$ cat config.mk
export PLATFORM = sky130hd
export DESIGN_NAME = uart_rx_param
export DESIGN_NICKNAME = d
export VERILOG_FILES = /design/src/rtl/uart_rx_param.sv
export SDC_FILE = /design/constraint.sdc
export NUM_CORES = 1
export LEC_CHECK = 0
export CORE_ASPECT_RATIO = 0.75
export CORE_MARGIN = 2
export CORE_UTILIZATION = 50
export CTS_CLUSTER_DIAMETER = 100
export DETAILED_ROUTE_END_ITERATION = 16
export GPL_TIMING_DRIVEN = 0
export PLACE_DENSITY = 0.7
export SLEW_MARGIN = 20
export SYNTH_ARGS = -nofsm -noshare
export SYNTH_HDL_FRONTEND = slang
export SYNTH_SLANG_ARGS = --single-unit
$ cat constraint.sdc
create_clock -name clk -period 2.5 [get_ports clk]
set_input_delay 0.75 -clock clk [delete_from_list [all_inputs] [get_ports clk]]
set_output_delay 0.75 -clock clk [all_outputs]
set_load 0.01 [all_outputs]
$ cat src/rtl/uart_rx_param.sv
// rtl/uart_rx_param.sv - parametrised UART receiver with majority voting, error flags and optional FIFO
// Optional receive FIFO is built when UART_RX_FIFO_EN is defined.
module uart_rx_param #(
    parameter int CLK_HZ       = 48000000,
    parameter int BIT_RATE     = 9600,
    parameter int PAYLOAD_BITS = 8,
    parameter int PARITY       = 0,
    parameter int STOP_BITS    = 1,
    parameter int FIFO_DEPTH   = 8
) (
    input  logic                    clk,
    input  logic                    resetn,
    input  logic                    uart_rxd,
    input  logic                    uart_rx_en,
    input  logic                    uart_rx_ready,
    output logic                    uart_rx_valid,
    output logic [PAYLOAD_BITS-1:0] uart_rx_data,
    output logic                    uart_rx_perr,
    output logic                    uart_rx_ferr,
    output logic                    uart_rx_break,
    output logic                    uart_rx_overrun
);
    localparam int CPB  = CLK_HZ / BIT_RATE;
    localparam int TW   = $clog2(CPB);
    localparam int HALF = CPB / 2;
    localparam logic [TW-1:0] T_S0      = TW'(HALF - 1);
    localparam logic [TW-1:0] T_S1      = TW'(HALF);
    localparam logic [TW-1:0] T_MID     = TW'(HALF + 1);
    localparam logic [TW-1:0] T_END     = TW'(CPB - 1);
    localparam logic [3:0]    LAST_DATA = 4'(PAYLOAD_BITS - 1);
    localparam logic          LAST_STOP = 1'(STOP_BITS - 1);

    typedef enum logic [2:0] {
        S_IDLE, S_START, S_DATA, S_PARITY, S_STOP, S_WAIT_HIGH
    } state_t;

    state_t                    r_state, w_state_next;
    logic                      r_sync1, r_sync2, r_sync_prev;
    logic [TW-1:0]             r_timer;
    logic                      r_samp0, r_samp1;
    logic [3:0]                r_bit_idx;
    logic                      r_stop_idx;
    logic [PAYLOAD_BITS-1:0]   r_shift;
    logic                      r_all_zero, r_perr_acc, r_ferr_acc;
    logic                      r_break;
    logic                      w_rxd, w_fall, w_mid, w_end, w_maj, w_par_exp;
    logic                      w_deliver, w_break;
    logic [PAYLOAD_BITS+1:0]   w_frame;

    always_ff @(posedge clk or negedge resetn) begin
        if (!resetn) begin
            r_sync1     <= 1'b1;
            r_sync2     <= 1'b1;
            r_sync_prev <= 1'b1;
        end else begin
            r_sync1     <= uart_rxd;
            r_sync2     <= r_sync1;
            r_sync_prev <= r_sync2;
        end
    end

    assign w_rxd     = r_sync2;
    assign w_fall    = r_sync_prev & ~r_sync2;
    assign w_mid     = (r_timer == T_MID);
    assign w_end     = (r_timer == T_END);
    // The third vote is the live synchronised line at the decision cycle.
    assign w_maj     = (r_samp0 & r_samp1) | (r_samp0 & w_rxd) | (r_samp1 & w_rxd);
    assign w_par_exp = (PARITY == 2) ? ~(^r_shift) : (^r_shift);
    assign w_frame   = {r_perr_acc, r_ferr_acc | ~w_maj, r_shift};

    always_ff @(posedge clk or negedge resetn) begin
        if (!resetn) r_state <= S_IDLE;
        else         r_state <= w_state_next;
    end

    always_comb begin
        w_state_next = r_state;
        w_deliver    = 1'b0;
        w_break      = 1'b0;
        if (!uart_rx_en && r_state != S_IDLE) begin
            w_state_next = S_IDLE;
        end else begin
            case (r_state)
                S_IDLE:      if (uart_rx_en && w_fall) w_state_next = S_START;
                S_START: begin
                    if (w_mid && w_maj) w_state_next = S_IDLE;
                    else if (w_end)     w_state_next = S_DATA;
                end
                S_DATA: begin
                    if (w_end && r_bit_idx == LAST_DATA)
                        w_state_next = (PARITY != 0) ? S_PARITY : S_STOP;
                end
                S_PARITY:    if (w_end) w_state_next = S_STOP;
                S_STOP: begin
                    if (w_mid) begin
                        if (!r_stop_idx && !w_maj && r_all_zero) begin
                            w_break      = 1'b1;
                            w_state_next = S_WAIT_HIGH;
                        end else if (r_stop_idx == LAST_STOP) begin
                            w_deliver    = 1'b1;
                            w_state_next = S_IDLE;
                        end
                    end
                end
                S_WAIT_HIGH: if (w_rxd) w_state_next = S_IDLE;
                default:     w_state_next = S_IDLE;
            endcase
        end
    end

    always_ff @(posedge clk or negedge resetn) begin
        if (!resetn) begin
            r_timer    <= '0;
            r_samp0    <= 1'b1;
            r_samp1    <= 1'b1;
            r_bit_idx  <= '0;
            r_stop_idx <= 1'b0;
            r_shift    <= '0;
            r_all_zero <= 1'b0;
            r_perr_acc <= 1'b0;
            r_ferr_acc <= 1'b0;
            r_break    <= 1'b0;
        end else begin
            r_break <= w_break;
            if (r_state == S_IDLE || w_state_next == S_IDLE || w_state_next == S_WAIT_HIGH || w_end)
                r_timer <= '0;
            else
                r_timer <= r_timer + TW'(1);
            if (r_timer == T_S0) r_samp0 <= w_rxd;
            if (r_timer == T_S1) r_samp1 <= w_rxd;
            case (r_state)
                S_IDLE: begin
                    r_bit_idx  <= '0;
                    r_stop_idx <= 1'b0;
                    r_all_zero <= 1'b1;
                    r_perr_acc <= 1'b0;
                    r_ferr_acc <= 1'b0;
                end
                S_DATA: begin
                    if (w_mid) begin
                        r_shift <= {w_maj, r_shift[PAYLOAD_BITS-1:1]};
                        if (w_maj) r_all_zero <= 1'b0;
                    end
                    if (w_end) r_bit_idx <= r_bit_idx + 4'd1;
                end
                S_PARITY: begin
                    if (w_mid) begin
                        r_perr_acc <= w_maj ^ w_par_exp;
                        if (w_maj) r_all_zero <= 1'b0;
                    end
                end
                S_STOP: begin
                    if (w_mid && !w_maj) r_ferr_acc <= 1'b1;
                    if (w_end)           r_stop_idx <= 1'b1;
                end
                default: ;
            endcase
        end
    end

    assign uart_rx_break = r_break;

`ifdef UART_RX_FIFO_EN
    localparam int AW = $clog2(FIFO_DEPTH);

    logic [PAYLOAD_BITS+1:0] r_mem [FIFO_DEPTH];
    logic [AW:0]             r_wr_ptr, r_rd_ptr;
    logic                    r_overrun;
    logic                    w_empty, w_full, w_pop, w_push;
    logic [PAYLOAD_BITS+1:0] w_head;

    assign w_empty = (r_wr_ptr == r_rd_ptr);
    assign w_full  = (r_wr_ptr[AW] != r_rd_ptr[AW]) && (r_wr_ptr[AW-1:0] == r_rd_ptr[AW-1:0]);
    assign w_pop   = !w_empty && uart_rx_ready;
    // A pop in the same cycle frees the slot, so a full FIFO still accepts the frame.
    assign w_push  = w_deliver && (!w_full || w_pop);
    assign w_head  = r_mem[r_rd_ptr[AW-1:0]];

    always_ff @(posedge clk) begin
        if (w_push) r_mem[r_wr_ptr[AW-1:0]] <= w_frame;
    end

    always_ff @(posedge clk or negedge resetn) begin
        if (!resetn) begin
            r_wr_ptr  <= '0;
            r_rd_ptr  <= '0;
            r_overrun <= 1'b0;
        end else begin
            if (w_push) r_wr_ptr <= r_wr_ptr + 1'b1;
            if (w_pop)  r_rd_ptr <= r_rd_ptr + 1'b1;
            if (w_pop)                        r_overrun <= 1'b0;
            else if (w_deliver && w_full)     r_overrun <= 1'b1;
        end
    end

    assign uart_rx_valid   = !w_empty;
    assign uart_rx_data    = w_empty ? '0 : w_head[PAYLOAD_BITS-1:0];
    assign uart_rx_ferr    = !w_empty && w_head[PAYLOAD_BITS];
    assign uart_rx_perr    = !w_empty && w_head[PAYLOAD_BITS+1];
    assign uart_rx_overrun = r_overrun;
`else
    logic                    r_valid, r_perr, r_ferr;
    logic [PAYLOAD_BITS-1:0] r_data;
    logic                    w_unused;

    assign w_unused = uart_rx_ready & (FIFO_DEPTH > 0);

    always_ff @(posedge clk or negedge resetn) begin
        if (!resetn) begin
            r_valid <= 1'b0;
            r_data  <= '0;
            r_perr  <= 1'b0;
            r_ferr  <= 1'b0;
        end else begin
            r_valid <= w_deliver;
            if (w_deliver) begin
                r_data <= w_frame[PAYLOAD_BITS-1:0];
                r_ferr <= w_frame[PAYLOAD_BITS];
                r_perr <= w_frame[PAYLOAD_BITS+1];
            end
        end
    end

    assign uart_rx_valid   = r_valid;
    assign uart_rx_data    = r_data;
    assign uart_rx_perr    = r_perr;
    assign uart_rx_ferr    = r_ferr;
    assign uart_rx_overrun = 1'b0;
`endif
endmodule

==> results.md <==
Timing:
- The total negative slack for setup checks is 0 ns.
- Setup violations remaining at the end of the flow were counted as 0.
- The final count of hold timing violations is 0.
- The remaining max-slew budget at the tightest pin is approximately 60%.
- The minimum clock period is between 2 and 2.5 ns.
- The highest attainable clock frequency is roughly 420 MHz.
- The setup clock skew after layout is about 0.0048 ns.
- The max-slew violation count is 0.
- The transition time at the pin with the least slew margin is roughly 0.63 ns.
- Dividing the final minimum period by the clock period gives between 90 and 100%.
- Setup repair after global routing left no endpoint under its margin.

Synthesis:
- The per-instance average area after synthesis is 10.65 µm².
- The net count after synthesis is 240.
- The count of cell types in the netlist is 47.
- In this run, synthesis inferred 0 flip-flops with an integrated enable.
- During synthesis, Yosys emitted a total of 0 warnings.
- The flip-flop cell with the highest count after synthesis is sky130_fd_sc_hd__dfrtp_1.
- After synthesis the cells add up to 2460 µm².
- The number of synthesized register bits is 49.
- For this run, asynchronously set or reset flops after synthesis account for between 90% and 100%.
- The instance count of the mapped netlist is between 200 and 250.
- Sequential elements use 50.10% of the synthesized area.

Place:
- The total placed cells including tap cells is 306.
- The HPWL after detailed placement is 3246 µm.
- The placed instances occupy a cell area of approximately 2700 µm².
- The congestion estimate from routability-driven global placement came to between 0.8 and 0.9.
- The port buffer count is 15.

Pwr:
- In this run switching power makes up a little over a quarter of total power.
- The power density relative to cell area is 636.8 nW/µm².
- The switching power is approximately 0.49 mW.
- For this design the static power due to leakage is ~1.3 nW.
- The clock group share of total power is a little under two fifths.
- The share of power burned in registers is about 45%.
- In this run, the combinational gates consume between 10% and 20% of the power.
- The largest vdd supply drop is 337.6 µV.
- The cell-internal power is between 1 and 1.5 mW.

Floorplan:
- The initial utilization of the core area, before any placement, comes to about half.
- The number of placement rows is 22.
- The die span in x is about 85 µm.
- In this run the standard cell core region covers between 4000 and 5000 µm².
- Measured along the y axis, the die boundary spans roughly 65 µm.
- The die covers around 5500 µm².
- 18 I/O pins were placed.

Hold path:
- The source of the worst hold timing path is r_sync1.
- Along the worst hold path, the cell count comes to 0.
- The type of the tightest min-delay check is reg2reg.

Critical path:
- Measured in cells, the most critical reg-to-reg path has a length of 7.
- The worst setup path is launched from an input pin.
- Data on the critical path arrives at its endpoint at between 2 and 3 ns.
- Of all nets on the critical path, the largest fanout is 10.
- STA puts the critical path data required time at between 2 and 3 ns.
- The critical path is of the in2reg type.
- The critical path starts at uart_rx_en.
- Walking the worst path, the cells encountered are dlygate4sd2_1 > or4bb_1 > a211oi_1 > a41oi_1 > a21oi_1 > o22a_2 > buf_6 > nor2_2.
- The stage delay of the slowest cell on the critical path is 0.44 ns.
- The standard cell with the maximum stage delay on the critical path is sky130_fd_sc_hd__or4bb_1.
- The element type at the critical path end is a register.
- The startpoint identified for the worst register-to-register timing path is r_timer[3].

Cells and area:
- The area growth from synthesis to layout is 15.31%.
- Leaving out fill and tap cells, the most frequent cells in the layout are 44 x sky130_fd_sc_hd__dfrtp_1, 25 x sky130_fd_sc_hd__nand2_1, 18 x sky130_fd_sc_hd__mux2_2.
- The sequential cells in the finished layout cover a total of 1232 µm².
- The number of filler instances in the final layout is ~420.
- The area of combinational cells with multiple inputs is about 1200 µm².
- 0 antenna diodes ended up in the layout.
- The most common library cell in the layout ignoring fill and taps is sky130_fd_sc_hd__dfrtp_1.
- The proportion of layout cells with a drive suffix above 1 is a little under a quarter.
- The count of placed standard cells in the final layout, fillers left out is ~310.
- At the end of the flow, the number of nets in the layout was 262.
- The post-layout instance area is about 2800 µm².

Clock tree:
- Clock-pin slew was measured on the worst setup and hold paths at roughly 0.090 ns.
- The cell at the root of the clock tree is sky130_fd_sc_hd__clkbuf_8.
- The number of buffers added by the clock tree synthesis step is 5.
- The clock drives between 40 and 50 sinks.
- The number of H-tree levels is 2.
- The buffer levels on the longest clock path is 2.
- The clock tree from TritonCTS is done.
- The later pin in the worst-skew pair is clocked with a latency of 0.30 ns.
- The number of buffers inserted by hold repair at cts is 0.

Routing:
- The routed design uses ~1900 µm of met2 wire.
- In this run the remaining antenna-violating nets after routing total 0.
- The mean number of vias per cell is roughly 5.6.
- For this block, the via count after detailed routing is ~1800.
- The first-pass iteration count of the detailed router is 5.
- Dividing the detail-routed wire length by the instance count gives between 15 and 20 µm.
- The highest metal layer carrying signal wires in the routed design is met4.
- The routed design uses about 280 µm of met3 wire.
- For this run, design rule violations remaining after detail routing come to 0.
- In the final routing, the length of wire on met1 measures about 2500 µm.
- The number of DRC markers after the initial detailed-route iteration is 177.
- The routed wire length is between 4000 and 5000 µm.

GRT:
- The number of antenna violations at the first check in global routing came to 0.
- The number of global-route vias before repair is about 1600.
- Summed over all layers, the global routing overflow is 0.
- Entering global routing, the biggest net connects 50 pins.
- The first global-routing pass estimated about 7900 µm of wire.
- The global-route total usage across every layer is between 15 and 20%.

Run:
- The number of max-capacitance violations reported is 0.

Run status:
- The flow ran to the end, and the final reports show no timing, DRC or antenna violations.
cell usage after synthesis (all sizes together), types with 2 or more instances:
cell type	n	share of area, %
dfrtp	44	45
nor2	26	5.0
nand2	25	3.8
mux2	18	8.2
xnor2	14	5.0
a21oi	10	2.0
and3	9	2.4
nand3	9	1.8
o21ai	9	1.8
buf	6	1.9
dfstp	5	5.3
inv	5	0.76
xor2	5	1.8
ha	4	2.0
clkbuf	3	0.46
nand4	3	0.76
nor3	3	0.61
o31ai	3	0.92
or2	3	0.76
a211oi	2	0.61
a31oi	2	0.51
and4	2	0.71
nor3b	2	0.61
nor4b	2	1.6
repair_timing:
action	CTS	global route
cloned	0	0
endpoints found under the hold margin	0	0
setup buffers	0	0
endpoints found under the setup margin	12	12
gates resized for setup	2	3
through the flow:
step	power (mW)	hold WS [ns]	setup slack, ns	util [%]
3_5_place_dp	1.140	0.3542	-0.4153	55.69
2_1_floorplan	1.055	0.3452	0.3962	-
3_3_place_gp	1.133	0.3454	-0.7842	55.74
6_report	1.806	0.3640	0.1341	58.88
5_1_grt	1.883	0.3802	0.01202	58.88
4_1_cts	1.821	0.3739	0.07645	58.55
cell type report:
class | count | area share, %
plain buffers | 9 | 2.073
clock buffers | 5 | 2.426
clock inverters | 3 | 2.426
inverters | 5 | 0.6617
multi-input cells | 168 | 41.16
flip-flops and latches | 49 | 43.45
well taps | 60 | 2.647
repair buffers | 15 | 5.161
logic make-up after synthesis:
family / share of synthesized area (%)
and+or+nand+nor: 20.75
AOI/OAI and AO/OA: 8.851
xor gates and xnor gates: 6.765
muxes: 8.240
buffers and inverters: 3.102
DFF: 50.10
other: 0.1524
adders and majority gates: 2.035
path summary, 6_finish.rpt:
check	to	slack, ns
setup / recovery	r_timer[10]	0.13
hold / removal	r_sync2	0.36
setup reg to reg	r_timer[10]	0.19
hold reg to reg	r_sync2	0.36
max in group asynchronous	uart_rx_data[0]	1.63
min in group asynchronous	r_bit_idx[0]	0.45
critical path, delay by kind of cell:
family | cells | cell delay [ns]
AO/OA/AOI/OAI | 4 | 0.78
buffers and inverters | 2 | 0.54
AND/OR/NAND/NOR | 2 | 0.49
registers in the layout, indices dropped and copies added, names as in the netlist:
register / cells
r_samp1: 1
r_ferr_acc: 1
r_timer: 13
r_state: 3
uart_rx_perr: 1
uart_rx_ferr: 1
r_samp0: 1
uart_rx_valid: 1
r_bit_idx: 4
r_sync1: 1
r_stop_idx: 1
r_sync2: 1
r_perr_acc: 1
uart_rx_data: 8
r_shift: 8
uart_rx_break: 1
r_all_zero: 1
r_sync_prev: 1
layer usage:
layer	global-route usage (%)	up-vias
met3	4.204	7
met4	5.556	0
met1	29.03	854
li1	-	854
met5	0	-
met2	24.71	53
power groups by stage:
stage / Combinational (mW) / Clock, mW / Sequential [mW]
2_1_floorplan: 0.221 / 0 / 0.834
3_3_place_gp: 0.297 / 0 / 0.836
3_5_place_dp: 0.303 / 0 / 0.837
4_1_cts: 0.305 / 0.696 / 0.821
5_1_grt: 0.340 / 0.719 / 0.824
6_report: 0.307 / 0.679 / 0.821
No activity file was read; power rests on OpenSTA's default activity.
